`src/rtl/fifo_pack_reader.sv`:
```
// fifo_pack_reader
//   Drains a show-ahead FIFO through its rden/empty read port and packs PACK
//   consecutive words into one wide word on a valid/ready stream. The first
//   word read lands in lane 0. A single-cycle flush emits a partially filled
//   word, and m_cnt reports how many lanes are valid.
// Ports:
//   clk, rst_n            clock, asynchronous active-low reset
//   fifo_rd, fifo_empty   FIFO head word (valid when not empty), empty flag
//   fifo_rden             combinational pop; the head is consumed at that edge
//   flush                 request to emit the partial word
//   m_valid, m_ready      output stream handshake
//   m_data, m_cnt         packed word and its number of valid lanes (1..PACK)
module fifo_pack_reader #(
    parameter int DWIDTH = 8,
    parameter int PACK   = 4
) (
    input  logic                      clk,
    input  logic                      rst_n,
    input  logic [DWIDTH-1:0]         fifo_rd,
    input  logic                      fifo_empty,
    output logic                      fifo_rden,
    input  logic                      flush,
    output logic                      m_valid,
    input  logic                      m_ready,
    output logic [DWIDTH*PACK-1:0]    m_data,
    output logic [$clog2(PACK):0]     m_cnt
);
    localparam int CNTW = $clog2(PACK) + 1;
    localparam int IDXW = $clog2(PACK);

    logic [PACK-1:0][DWIDTH-1:0] acc_q, acc_d;
    logic [CNTW-1:0]             acc_cnt_q, acc_cnt_d;
    logic                        flush_pend_q, flush_pend_d;
    logic                        m_valid_q, m_valid_d;
    logic [DWIDTH*PACK-1:0]      m_data_q, m_data_d;
    logic [CNTW-1:0]             m_cnt_q, m_cnt_d;

    logic            acc_rdy;
    logic            xfer;
    logic            pop;
    logic [IDXW-1:0] idx;

    assign acc_rdy = (acc_cnt_q == CNTW'(PACK)) | (flush_pend_q & (acc_cnt_q != '0));
    assign xfer    = acc_rdy & (~m_valid_q | m_ready);
    // Popping into a full accumulator is only allowed when it empties this
    // cycle; rst_n gating keeps the FIFO untouched while reset is held.
    assign pop     = rst_n & ~fifo_empty & ~flush_pend_q &
                     ((acc_cnt_q < CNTW'(PACK)) | xfer);
    // A pop that coincides with a transfer starts the next group in lane 0.
    assign idx     = xfer ? '0 : acc_cnt_q[IDXW-1:0];

    always_comb begin
        acc_d        = acc_q;
        acc_cnt_d    = acc_cnt_q;
        flush_pend_d = flush_pend_q;
        m_valid_d    = m_valid_q;
        m_data_d     = m_data_q;
        m_cnt_d      = m_cnt_q;

        if (xfer) begin
            // Stale lanes from an earlier group are masked, not cleared in acc.
            for (int i = 0; i < PACK; i++)
                m_data_d[i*DWIDTH +: DWIDTH] = (i < int'(acc_cnt_q)) ? acc_q[i] : '0;
            m_cnt_d      = acc_cnt_q;
            m_valid_d    = 1'b1;
            acc_cnt_d    = '0;
            flush_pend_d = 1'b0;
        end else if (m_valid_q && m_ready) begin
            m_valid_d = 1'b0;
        end

        if (pop) begin
            acc_d[idx] = fifo_rd;
            acc_cnt_d  = acc_cnt_d + CNTW'(1);
        end

        // A flush with nothing buffered (after this cycle's pop) is dropped.
        if (flush && (acc_cnt_d != '0))
            flush_pend_d = 1'b1;
    end

    always_ff @(posedge clk or negedge rst_n) begin
        if (!rst_n) begin
            acc_q        <= '0;
            acc_cnt_q    <= '0;
            flush_pend_q <= 1'b0;
            m_valid_q    <= 1'b0;
            m_data_q     <= '0;
            m_cnt_q      <= '0;
        end else begin
            acc_q        <= acc_d;
            acc_cnt_q    <= acc_cnt_d;
            flush_pend_q <= flush_pend_d;
            m_valid_q    <= m_valid_d;
            m_data_q     <= m_data_d;
            m_cnt_q      <= m_cnt_d;
        end
    end

    assign fifo_rden = pop;
    assign m_valid   = m_valid_q;
    assign m_data    = m_data_q;
    assign m_cnt     = m_cnt_q;
endmodule
```
`config.mk`:
```
export PLATFORM = sky130hd
export DESIGN_NAME = fifo_pack_reader
export DESIGN_NICKNAME = d
export VERILOG_FILES = /design/src/rtl/fifo_pack_reader.sv
export SDC_FILE = /design/constraint.sdc
export NUM_CORES = 1
export LEC_CHECK = 0
export CORE_MARGIN = 2
export CORE_UTILIZATION = 52
export CTS_BUF_LIST = sky130_fd_sc_hd__clkbuf_16
export DETAILED_ROUTE_END_ITERATION = 6
export PLACE_DENSITY = 0.78
export SYNTH_ARGS = -nofsm -noshare
export SYNTH_HDL_FRONTEND = slang
export SYNTH_SLANG_ARGS = --single-unit
```
`constraint.sdc`:
```
create_clock -name clk -period 2.7 [get_ports clk]
set_clock_uncertainty 0.05 [all_clocks]
set_input_delay 0.54 -clock clk [delete_from_list [all_inputs] [get_ports clk]]
set_output_delay 0.54 -clock clk [all_outputs]
set_load 0.01 [all_outputs]
```
==> results <==
- The detailed router placed just under 2000 vias in this run.
- In the final timing run, aggregate negative setup slack is 0 ns.
- The relative slew slack is 40.18%.
- Overall power consumption after layout is estimated at between 0.004 and 0.005 W.
- Setup violations remaining at the end of the flow were counted as 0.
- For this block, the routed nets add up to slightly below 6000 µm of wire.
- During placement, the flow inserted port buffers numbering 49.
- In the final layout, the multi-input gates occupy 1131 µm².
- The maximum cell stage delay along the critical path is around 0.48 ns.
- At the worst endpoint, the arrival time is around 1.7 ns.
- Registers are responsible for 41.7% of the overall power.
- Among all flip-flop cells after synthesis, the most frequent one is dfrtp_1.
- The final layout net count is between 300 and 400.
- The critical path goes through clkdlybuf4s50_1 -> and2b_4 -> o31ai_4 -> nand2_1 -> inv_1 -> dlymetal6s2s_1.
- Entering global routing, the biggest net connects 74 pins.
- After layout, the worst setup slack is 0.4074 ns.
- The share of power burned in the clock network is 28.2%.
- The synthesized netlist cell count is roughly 240.
- The kind of capture point of the worst setup path is an output port.
- The die covers roughly 6400 µm².
- The longest clock path from root to sink contains 2 buffers.
- The root buffer cell chosen for the clock tree is clkbuf_16.
- The detail route stage leaves a number of antenna-violating nets equal to 0.
- The worst ir drop on vdd is 0.0005317 V.
- The data required time of the worst path is approximately 2.1 ns.
- The total routing resource utilization after global routing is between 20 and 25%.
- The internal portion of the total power is about 0.0029 W.
- The max-slew violation count is 0.
- For this block, the initial DRC count from the detailed router was between 150 and 200.
- Routability-driven placement finished with a final weighted congestion of ~0.80.
- The beginning of the worst register-to-register path is acc_cnt_q[0]$_DFF_PN0_.
- 0 antenna diodes ended up in the layout.
- In this run the worst path has a maximum fanout of 3.
- The minimum setup slack after placement is approximately 0.044 ns.
- The final critical-path required period is 2.293 ns.
- The number of top-level design ports is 50.
- For this design the ratio of total power to cell area is 1059 nW/µm².
- The half-perimeter wire length of the detailed placement result is between 3000 and 4000 µm.
- Across the whole layout, storage elements account for ~1800 µm².
- The share of synthesized registers carrying an async set or reset is between 90% and 100%.
- After floorplanning, the core was sized to cover between 5000 and 6000 µm².
- The via count of the first global-routing pass came to ~2000.
- The final cycle utilization of the critical path is around 85%.
- The switching part of the total power is ~30%.
- The launch point of the worst path is m_ready.
- On the critical path, the stage with the largest delay is an instance of clkdlybuf4s50_1.
- The number of enable flip-flop cells after synthesis is 0.
- The cell count after placement is between 300 and 400.
- The clock latency at the later pin of the worst-skew pair is ~0.33 ns.
- The number of sinks driven by the clock tree is slightly above 70.
- After synthesis, the mean cell area works out to approximately 13 µm².
- Relative to the synthesized area, the layout overhead comes to 29.62%.
- The hold violation total from the final report is 0.
- The total overflow left after global routing is 0.
- The synthesized netlist net count is 252.
- The critical setup path kind is input port to output port.
- The share of total power dissipated in combinational logic is a little under a third.
- Before antenna repair, the detailed router went through 4 iterations.
- The starting density of the core is between 50 and 60%.
- The final-layout fill cell count is about 390.
- The post-route netlist has 24.92% of its cells at a drive strength greater than 1.
- The number of H-tree levels is 3.
- The total clock buffers created by CTS is 9.
- The worst hold path belongs to the class input port to asynchronous set/reset pin.
- The floorplan has 27 rows.
- The post-detailed-route DRC marker count is 0.
- The post-synthesis instance area is ~3000 µm².
- Once layout is complete, the utilization of the core stands at ~70%.
- The number of different library cells used by synthesis comes to 32.
- The standby leakage power is 1.716 nW.
- From bottom edge to top edge, the die measures between 70 and 80 µm.
- Dividing the detail-routed via count by the number of cells gives approximately 5.4.
- The startpoint type of the worst setup path is an input port.
- The synthesis warning total is 0.
- At the pin with the least slew margin, the transition time is about 0.90 ns.
- The die boundary width is approximately 80 µm.
- The share of synthesized area occupied by flip-flops and latches is between 60 and 70%.
- The first global-routing pass estimated 9673 µm of wire.
- The post-CTS setup buffer count is 0.
- The post-layout instance count excluding filler cells is between 300 and 400.
- For this design the total switching power over the nets is about 0.0012 W.
- The clock transition at the registers of the reported paths is roughly 0.05 ns.
- The number of max-cap violations is 0.
- In the final routed layout, each cell accounts on average for between 15 and 20 µm.
- The number of antenna violations at the first check in global routing is 0.
- Based on the critical path, the design can be clocked at up to between 400 and 500 MHz.
- The number of storage elements in the synthesis netlist is 72.
- Setup repair after global routing left no endpoint under its margin.
- The flow ran to the end, and the final reports show no timing, DRC or antenna violations.
- TritonCTS built the clock tree.
==> cell type report <==
class | count | share of cell area [%]
clock buffer | 9 | 5.818
clock inverter | 7 | 1.842
inverter | 3 | 0.2909
multi-input combinational | 150 | 29.22
sequential | 72 | 46.54
tap | 72 | 2.327
timing repair buffer | 56 | 13.96
==> cells in the mapped netlist (2+ instances only) <==
library cell / count / area (µm²)
clkbuf_1: 4 / 15.01
buf_2: 4 / 20.02
nand2b_1: 2 / 12.51
o21ai_0: 27 / 135.1
mux2_4: 3 / 45.04
inv_1: 3 / 11.26
ha_1: 4 / 50.05
nand2_1: 50 / 187.7
nand3_4: 4 / 70.07
mux2_1: 2 / 22.52
dfrtp_1: 72 / 1802
mux2_2: 39 / 439.2
nand3_1: 2 / 10.01
==> power groups by stage <==
stage	clock, W	sequential (W)	combinational (W)
floorplan	0	0.00171	0.000741
global placement	0	0.00170	0.00120
detailed placement	0	0.00172	0.00123
CTS	0.00118	0.00171	0.00125
global route	0.00124	0.00175	0.00136
finish	0.00116	0.00171	0.00123
==> layout by cell type, fill, tap and decap left out, drive strengths merged, types with 2 or more instances in the layout <==
master / n
dfrtp: 72
o21ai: 28
ha: 4
nand3: 6
buf: 8
clkbuf: 9
inv: 4
nand2: 50
clkinvlp: 2
nand2b: 2
clkinv: 3
mux2: 44
nor3b: 2
clkdlybuf4s50: 47
==> worst max-delay path: cells and delay by family <==
kind	cells	cell delay [ns]
buffers and inverters	3	0.69
AND/OR/NAND/NOR	2	0.30
AO/OA/AOI/OAI	1	0.17
==> state kept, by name (all words and copies together), names as in the netlist <==
signal        count
acc_q            32
flush_pend_q      1
acc_cnt_q         3
m_valid           1
m_data           32
m_cnt             3
==> path summary, 6_finish.rpt <==
path	endpoint	slack [ns]	depth (start not counted)
worst max-delay path	fifo_rden	0.41	6
worst min-delay path	m_cnt[1]$_DFFE_PN0P_	0.39	2
worst max register to register	acc_q[31]$_DFFE_PN0P_	0.48	7
worst min register to register	m_data[28]$_DFFE_PN0P_	0.43	2
max in group asynchronous	m_data[9]$_DFFE_PN0P_	1.62	2
min in group clk	m_data[28]$_DFFE_PN0P_	0.43	2
==> logic make-up after synthesis <==
kind of cell | after synthesis | synth area share (%)
compound gates | 36 | 7.374
xor+xnor | 1 | 0.2933
fa+ha+maj | 4 | 1.676
buf+inv | 13 | 2.052
flops | 72 | 60.33
mux | 44 | 16.97
simple gates | 65 | 11.31
==> timing repair <==
action / in CTS / in global routing
hold buffers: 0 / 0
resized for setup: 0 / 1
endpoints found under the hold margin: 0 / 0
setup endpoints to repair: 0 / 1
==> per-stage QoR <==
| stage | hold slack (ns) | area, µm² |
|---|---|---|
| 6_report | 0.3854 | 3871 |
| 5_1_grt | 0.4509 | 3871 |
| 4_1_cts | 0.4336 | 3869 |
| 3_5_place_dp | 0.4199 | 3572 |
| 3_3_place_gp | 0.4104 | 3572 |
| 2_1_floorplan | 0.1944 | 2987 |
==> per-layer routing <==
| metal | vias up | wire (µm) | global-route usage, % |
|---|---|---|---|
| met4 | 0 | 185 | 12.37 |
| li1 | 925 | - | - |
| met5 | - | 0 | 0 |
| met2 | 54 | 2796 | 30.67 |
| met1 | 981 | 2618 | 28.69 |
| met3 | 18 | 201 | 3.846 |
Note: power is estimated with default switching activity, not from simulation.
